===== src/rtl/multicycle_cpu.sv =====
// rtl/multicycle_cpu.sv - multi-cycle MIPS-subset core with req/ack instruction and data memory ports
// One shared ALU, one FSM; memories may stall through their ack inputs.
module multicycle_cpu #(
  parameter int                DATA_W   = 32,
  parameter int                ADDR_W   = 32,
  parameter int                REG_NUM  = 32,
  parameter logic [ADDR_W-1:0] RESET_PC = '0
) (
  input  logic              clk_i,
  input  logic              rst_i,
  output logic              imem_req_o,
  output logic [ADDR_W-1:0] imem_addr_o,
  input  logic [31:0]       imem_rdata_i,
  input  logic              imem_ack_i,
  output logic              dmem_req_o,
  output logic              dmem_we_o,
  output logic [ADDR_W-1:0] dmem_addr_o,
  output logic [DATA_W-1:0] dmem_wdata_o,
  input  logic [DATA_W-1:0] dmem_rdata_i,
  input  logic              dmem_ack_i,
  output logic              retire_o,
  output logic              halt_o,
  output logic [ADDR_W-1:0] pc_o
);

  localparam int                RW        = $clog2(REG_NUM);
  localparam logic [31:0]       REG_NUM_U = REG_NUM;
  localparam logic [ADDR_W-1:0] J_KEEP    = ~ADDR_W'(28'hFFF_FFFF);

  localparam logic [5:0] OP_R = 6'h00, OP_J = 6'h02, OP_BEQ = 6'h04, OP_BNE = 6'h05;
  localparam logic [5:0] OP_ADDI = 6'h08, OP_SLTI = 6'h0A, OP_LW = 6'h23, OP_SW = 6'h2B;
  localparam logic [5:0] OP_HALT = 6'h3F;
  localparam logic [5:0] F_ADD = 6'h20, F_SUB = 6'h22, F_AND = 6'h24, F_OR = 6'h25, F_SLT = 6'h2A;

  typedef enum logic [2:0] {S_FETCH, S_DECODE, S_EXEC, S_MEM, S_WB, S_HALT} state_t;

  state_t            state_q, state_d;
  logic [ADDR_W-1:0] pc_q, pc_d;
  logic [31:0]       ir_q, ir_d;
  logic [DATA_W-1:0] a_q, a_d, b_q, b_d, alu_q, alu_d, mdr_q, mdr_d;
  logic [DATA_W-1:0] regs_q [REG_NUM];

  logic              rf_we;
  logic [RW-1:0]     rf_waddr;
  logic [DATA_W-1:0] rf_wdata;
  logic              retire;

  function automatic logic [RW-1:0] ridx(input logic [4:0] f);
    return RW'({27'd0, f} % REG_NUM_U);
  endfunction

  logic [5:0]        op, funct;
  logic [RW-1:0]     rs_idx, rt_idx, rd_idx;
  logic signed [15:0] imm_s;
  logic [DATA_W-1:0] imm_ext, rs_val, rt_val, alu_b, alu_res;
  logic [ADDR_W-1:0] br_tgt, j_tgt;
  logic              legal;

  assign op      = ir_q[31:26];
  assign funct   = ir_q[5:0];
  assign rs_idx  = ridx(ir_q[25:21]);
  assign rt_idx  = ridx(ir_q[20:16]);
  assign rd_idx  = ridx(ir_q[15:11]);
  assign imm_s   = ir_q[15:0];
  assign imm_ext = DATA_W'(imm_s);
  assign rs_val  = (rs_idx == '0) ? '0 : regs_q[rs_idx];
  assign rt_val  = (rt_idx == '0) ? '0 : regs_q[rt_idx];
  // pc_q already holds PC+4 by the time branches and jumps resolve
  assign br_tgt  = pc_q + (ADDR_W'(imm_s) << 2);
  assign j_tgt   = (pc_q & J_KEEP) | ADDR_W'({ir_q[25:0], 2'b00});

  always_comb begin
    legal = 1'b0;
    case (op)
      OP_R:    legal = (funct == F_ADD) || (funct == F_SUB) || (funct == F_AND) ||
                       (funct == F_OR)  || (funct == F_SLT);
      OP_J, OP_BEQ, OP_BNE, OP_ADDI, OP_SLTI, OP_LW, OP_SW, OP_HALT: legal = 1'b1;
      default: legal = 1'b0;
    endcase
  end

  always_comb begin
    alu_b   = (op == OP_R) ? b_q : imm_ext;
    alu_res = a_q + alu_b;
    if (op == OP_R) begin
      case (funct)
        F_SUB:   alu_res = a_q - alu_b;
        F_AND:   alu_res = a_q & alu_b;
        F_OR:    alu_res = a_q | alu_b;
        F_SLT:   alu_res = {{(DATA_W-1){1'b0}}, $signed(a_q) < $signed(alu_b)};
        default: alu_res = a_q + alu_b;
      endcase
    end else if (op == OP_SLTI) begin
      alu_res = {{(DATA_W-1){1'b0}}, $signed(a_q) < $signed(alu_b)};
    end
  end

  always_comb begin
    state_d  = state_q;
    pc_d     = pc_q;
    ir_d     = ir_q;
    a_d      = a_q;
    b_d      = b_q;
    alu_d    = alu_q;
    mdr_d    = mdr_q;
    rf_we    = 1'b0;
    rf_waddr = rd_idx;
    rf_wdata = alu_q;
    retire   = 1'b0;
    case (state_q)
      S_FETCH: if (imem_ack_i) begin
        ir_d    = imem_rdata_i;
        pc_d    = pc_q + ADDR_W'(4);
        state_d = S_DECODE;
      end
      S_DECODE: begin
        a_d = rs_val;
        b_d = rt_val;
        if (!legal) begin
          state_d = S_HALT;
        end else if (op == OP_HALT) begin
          state_d = S_HALT;
          retire  = 1'b1;
        end else begin
          state_d = S_EXEC;
        end
      end
      S_EXEC: begin
        alu_d = alu_res;
        case (op)
          OP_R, OP_ADDI, OP_SLTI: state_d = S_WB;
          OP_LW, OP_SW:           state_d = S_MEM;
          OP_BEQ, OP_BNE: begin
            if ((a_q == b_q) == (op == OP_BEQ)) pc_d = br_tgt;
            state_d = S_FETCH;
            retire  = 1'b1;
          end
          OP_J: begin
            pc_d    = j_tgt;
            state_d = S_FETCH;
            retire  = 1'b1;
          end
          default: state_d = S_HALT;
        endcase
      end
      S_MEM: if (dmem_ack_i) begin
        if (op == OP_LW) begin
          mdr_d   = dmem_rdata_i;
          state_d = S_WB;
        end else begin
          state_d = S_FETCH;
          retire  = 1'b1;
        end
      end
      S_WB: begin
        rf_we    = 1'b1;
        rf_waddr = (op == OP_R) ? rd_idx : rt_idx;
        rf_wdata = (op == OP_LW) ? mdr_q : alu_q;
        state_d  = S_FETCH;
        retire   = 1'b1;
      end
      default: state_d = S_HALT;
    endcase
  end

  always_ff @(posedge clk_i) begin
    if (rst_i) begin
      state_q <= S_FETCH;
      pc_q    <= RESET_PC;
      ir_q    <= '0;
      a_q     <= '0;
      b_q     <= '0;
      alu_q   <= '0;
      mdr_q   <= '0;
      for (int i = 0; i < REG_NUM; i++) regs_q[i] <= '0;
    end else begin
      state_q <= state_d;
      pc_q    <= pc_d;
      ir_q    <= ir_d;
      a_q     <= a_d;
      b_q     <= b_d;
      alu_q   <= alu_d;
      mdr_q   <= mdr_d;
      if (rf_we && rf_waddr != '0) regs_q[rf_waddr] <= rf_wdata;
    end
  end

  // Requests and retire are masked during reset so an aborted instruction leaves no trace
  assign imem_req_o   = (state_q == S_FETCH) && !rst_i;
  assign imem_addr_o  = pc_q;
  assign dmem_req_o   = (state_q == S_MEM) && !rst_i;
  assign dmem_we_o    = dmem_req_o && (op == OP_SW);
  assign dmem_addr_o  = ADDR_W'(alu_q);
  assign dmem_wdata_o = b_q;
  assign retire_o     = retire && !rst_i;
  assign halt_o       = (state_q == S_HALT);
  assign pc_o         = pc_q;

endmodule


===== config.mk =====
export PLATFORM = sky130hd
export DESIGN_NAME = multicycle_cpu
export DESIGN_NICKNAME = d
export VERILOG_FILES = /design/src/rtl/multicycle_cpu.sv
export SDC_FILE = /design/constraint.sdc
export NUM_CORES = 2
export LEC_CHECK = 0
export BUFFER_PORTS_ARGS = -buffer_cell sky130_fd_sc_hd__buf_4
export CAP_MARGIN = 20
export CORE_MARGIN = 1.5
export CORE_UTILIZATION = 65
export CTS_CLUSTER_DIAMETER = 120
export DETAILED_ROUTE_END_ITERATION = 10
export PLACE_DENSITY_LB_ADDON = 0.2
export SLEW_MARGIN = 10
export SYNTH_ARGS = -nofsm -noshare
export SYNTH_HDL_FRONTEND = slang
export SYNTH_SLANG_ARGS = --single-unit

===== constraint.sdc =====
create_clock -name clk_i -period 14.9 [get_ports clk_i]
set_input_delay 0 -clock clk_i [delete_from_list [all_inputs] [get_ports clk_i]]
set_output_delay 0 -clock clk_i [all_outputs]
set_load 0.01 [all_outputs]

Word level (Yosys, flattened, before mapping). Memory sizes are Yosys's and may differ from the RTL's. A register that Yosys moved wholly into a read port is not among the register bits. Index checks and enable logic that the tools add are counted.

Flip-flop bits (word level): 195. Memory bits (writable): 1024. Input port bits: 68. Output and inout bits: 133. Logic and storage cells: 107. Memories: 1.

$add $sub $neg: 4. Magnitude comparators: 1. Equality and inequality tests: 24. Muxes and demuxes: 41. Bitwise operators: 3. Reductions and logical operators: 26.

Memory list: regs_q (words 32, bits a word 32, rd ports 2, clocked after memory_dff 2, wr ports 32, line 41) `logic [DATA_W-1:0] regs_q [REG_NUM];`.

Operator list (number): 32-bit two-way mux (10); 32-bit case mux with 2 select lines (2); 32-bit case mux with 4 select lines (1); 32-bit adder (2); 6-bit equality test (second input constant) (8); 5-bit two-way mux (7); 32-bit by 3-bit adder with 32-bit output (second input constant) (1); 32-bit bitwise AND (1); 32-bit equality test (1); 32-bit less-than comparator (1); 32-bit by 28-bit bitwise OR with 32-bit output (1); 32-bit bitwise OR (1); 32-bit OR reduction (1); 32-bit subtractor (1); 3-bit two-way mux (5); 3-bit case mux with 5 select lines (1); 6-bit by 3-bit equality test with 1-bit output (second input constant) (2); 6-bit by 4-bit equality test with 1-bit output (second input constant) (2); 1-bit two-way mux (12); 5-bit zero test (2); 3-bit case mux with 3 select lines (1); 8-bit OR reduction (1); 3-bit by 2-bit equality test with 1-bit output (second input constant) (2); 3-bit equality test (second input constant) (2); 19 further kinds (31).

Longest topological paths before layout.
Depth in word-level cells: 10. Depth in mapped cells: 22. Depth with buffers taken out: 18.

Least setup slack after synthesis. No wires, ideal clock.

Path type: register -> register. Start: register ir_q[29]. End: register alu_q[28], in the netlist dmem_addr_o[28]. Setup time: 116 ps. Arrival time: 4544 ps. Data required time: 14784 ps. Setup slack: 10240 ps. Cell stages (with the launch flop): 22. Period minus slack after synthesis: 4660 ps. Cells stage by stage: dfxtp_1 > buf_2 > or3_4 > nor4_4 > clkbuf_1 > buf_1 > nand2_1 > nand2_1 > inv_1 > ha_1 > buf_2 > nor2b_1 > o31a_1 > o221a_2 > o21ai_2 > o221ai_2 > a221oi_1 > o221a_2 > a21oi_1 > xnor2_1 > o22ai_1 > a31o_2.

Word-level cells in the longest chain between the ends: 5. Elaborated cells between the ends (all ways): 10.

RTL lines: start, declared (line 39) `logic [31:0] ir_q, ir_d;`; start signal, assigned (line 179) `ir_q <= ir_d;`; 6-bit zero test (line 83, 85); 32-bit two-way mux (line 83) `alu_b = (op == OP_R) ? b_q : imm_ext;`; 32-bit adder, or another cell as far along (line 84, 91); 32-bit case mux with 4 select lines / 32-bit two-way mux (equally long branches) (line 86, 93); 32-bit two-way mux (*) (line 85) `if (op == OP_R) begin`; end signal, assigned (line 182) `alu_q <= alu_d;`; end, declared (line 40) `logic [DATA_W-1:0] a_q, a_d, b_q, b_d, alu_q, alu_d, mdr_q, mdr_d;`.

Mark *: on every way between the ends. The rest lies on a longest branch, timed or not. A chain may end at the register's enable or synchronous reset.

==> flow_metrics.tcl <==
set metrics [dict create \
    power_density_nw_per_um2 128 \
    path_class "register to register" \
    holdPathEnd "ir_q[4]" \
    holdPathStages 4 \
    leakage_nw 25.3 \
    io_buffers 196 \
    hold_viol 0 \
    cts_resized 0 \
    yosysTopAreaCellShare_pct 45.9 \
    grt_remaining_overflow 0 \
    antenna_found_initial 8 \
    io_pins 201 \
    setup-tns-final_ns 0 \
    fillers 6260 \
    cts.path.max_buffers 3 \
    grt_pass1_vias 49897 \
    critical_path_arrival_ns 5.95 \
    drive_gt1_share_pct 22.9 \
    reg2regPathDepth 8 \
    hp-class "primary input to register" \
    critPathMaxStageDelay_ns 1.13 \
    routed_wl_mm 231 \
    syn2layout_area_growth_pct 12.8 \
    cp_num_buf_inv 1 \
    required_ns 15.28 \
    die_h_um 324 \
    min_from "imem_rdata_i[4]" \
    htreeDepth 4 \
    grt.total_usage_pct 44.3 \
    crit_top_cell "nand2_2" \
    yosysWarnings 0 \
    cts_sinks 1227 \
    worst_pin_slew_ns 1.15 \
    synth_common_cells "nor2_1 (1,270), edfxtp_1 (1,024), mux4_2 (640)" \
    setup_viol 0 \
    synth.ff_latch_count 1227 \
    synthTopCellsByArea "edfxtp_1 (46%), mux4_2 (22%), nor2_1 (7.1%)" \
    drc 0 \
    routabilityCongestion 0.995 \
    cp_max_fo 52 \
    drv_slew 0 \
    synthMostInstantiatedCell "nor2_1" \
    slew_headroom_pct 23.1 \
    synthFlopType "edfxtp_1" \
    ys_seq_area_share_pct 52.0 \
    tritoncts "done" \
    clock_skew_ns 0.0485 \
    max_freq_mhz 179 \
    synth_cell_types 85 \
    rr_startpoint "ir_q[29]" \
    routedWlPerCell_um 33.4 \
    vias_per_cell 7.35 \
    syn_area_um2 67000 \
    async_reset_ff_share_pct 0 \
    core_um2 102000 \
    path_clk_slew_ns 0.06 \
    fin_crit_sh_pct 37.4 \
    syn_avg_cell_area_um2 12.5 \
    root_buffer "clkbuf_16" \
    via_count 50869 \
    maxCapViolations 0 \
    slowest_stage "nand2_2" \
    nets 5647 \
    endpoint_kind "register" \
    crit_chain "or3_4 -> nor4_4 -> buf_4 -> nor2_1 -> mux2i_1 -> nor4_2 -> nand2_2 -> nand2_2" \
    r2r_end "regs_q[3][8]" \
    start_util_pct 65.6 \
    grt_pass1_wl_mm 331 \
    die_width_um 324 \
    synthCells 5337 \
    synth_top_area_cell "edfxtp_1" \
    die_area_um2 105000 \
    setup_slack_ns 9.33 \
    synth_edf_count 1024 \
    critPathTopFamily "simple AND/OR/NAND/NOR gates" \
    cts_inserted_buffers 132 \
    start_kind "register" \
    ir_worst_vdd_v 0.000143 \
    preCtsSetupSlack_ns 9.52 \
    r2r_slack_ns 9.33 \
    period_minus_slack_ns 5.57 \
    insertion_delay_ns 0.79 \
    cts_setup_buffers 0 \
    row_count 117 \
    grt_max_degree 109 \
    status "complete, no violations" \
    grt_setup_unrepaired "false" \
    post-dp-hpwl_mm 139 \
    drtIter0Drc 8212 \
    ant_nets 0 \
    dr.pass1.iters 9 \
]
==> cell families after synthesis <==
group           count (synthesis)  synth area share (%)
flops                        1227                  52.0
xor+xnor                      105                  1.37
buf+inv                       617                  3.70
simple gates                 1843                  11.1
compound gates                663                  6.15
mux                           751                  23.2
fa+ha+maj                     130                  2.46
other cells                     1               0.00560
==> area by class of cell <==
type,instances,area [um2],share of cell area [%]
flip-flops and latches,1227,34800,46.1
repair buffers,449,4080,5.40
well taps,1368,1710,2.27
multi-input cells,3528,30300,40.2
inverters,111,417,0.552
clock inverters,50,522,0.691
clock buffers,184,3600,4.77
diodes,2,5.00,0.00663
==> worst max path at each step <==
stage	startpoint	cells after the start	endpoint	slack (ns)
finish	ir_q[29]	8	regs_q[3][8]	9.33
global route	ir_q[29]	18	dmem_addr_o[31]	9.06
floorplan	ir_q[29]	21	dmem_addr_o[28]	10.24
CTS	ir_q[29]	18	dmem_addr_o[31]	9.50
global placement	ir_q[29]	8	regs_q[7][8]	9.60
detailed placement	ir_q[29]	8	regs_q[7][3]	9.52
==> flip-flops by register name, indices dropped and copies added, names as in the netlist, named ones only <==
signal        flops
dmem_wdata_o     32
mdr_q            32
a_q              32
dmem_addr_o      32
ir_q             32
imem_addr_o      30
regs_q         1024
state_q           3
==> placed cells by master (no fill, tap or decap), types with 13 or more instances in the layout <==
cell	netlist	final
a211oi_1	22	22
a21o_1	42	42
a21oi_1	261	261
a221oi_1	29	29
a31oi_1	19	19
and3_1	20	20
buf_16	0	15
buf_4	34	308
clkbuf_1	381	44
clkbuf_16	0	134
clkinv_1	2	18
clkinv_2	0	15
conb_1	1	36
dfxtp_1	203	192
dlygate4sd3_1	0	116
edfxtp_1	1024	1024
ha_1	127	127
inv_1	109	109
mux2i_1	107	75
mux2i_4	0	30
mux4_2	640	640
nand2_1	354	310
nand2_2	0	44
nand2b_1	16	16
nand3_1	29	29
nand4_1	21	21
nor2_1	1270	1269
nor2b_1	16	15
nor3_1	53	51
nor4_1	15	15
o211ai_1	14	14
o21a_1	13	13
o21ai_0	127	126
o21bai_1	18	18
o22ai_1	18	18
xnor2_1	81	81
xor2_1	24	24
==> layer usage <==
| metal | up-vias | share of wire, % | track usage (%) |
|---|---|---|---|
| li1 | 20132 | - | - |
| met1 | 24947 | 32 | 55.1 |
| met2 | 4682 | 46 | 68.5 |
| met3 | 1094 | 14 | 13.5 |
| met4 | 14 | 7.1 | 27.5 |
| met5 | - | 0.041 | 0 |
==> timing repair <==
action                                 CTS  global route
hold buffers                           116             0
endpoints found under the hold margin   97             0
setup endpoints to repair                0             0
==> stage by stage <==
stage,utilization [%],power [mW],instance area [um2],std cells,hold WS [ns]
4_1_cts,73.6,9.53,75100,6902,0.0456
6_report,74.0,9.65,75500,6919,0.0615
5_1_grt,74.0,9.87,75500,6917,0.0748
3_3_place_gp,68.3,6.31,69700,6546,0.249
2_1_floorplan,-,5.57,67100,5372,0.136
3_5_place_dp,68.5,6.36,69900,6552,0.257
==> where the power goes <==
| group | internal, mW | switching [mW] |
|---|---|---|
| combinational | 0.961 | 1.40 |
| sequential | 3.86 | 0.219 |
| clock | 1.79 | 1.42 |
==> tightest hold or removal path: cells and delay by family <==
kind / cells / cell delay [ns]
AOI/OAI and AO/OA: 1 / 0.11
buffers and inverters: 2 / 0.62
and+or+nand+nor: 1 / 0.05
(Power assumes the default switching activity.)
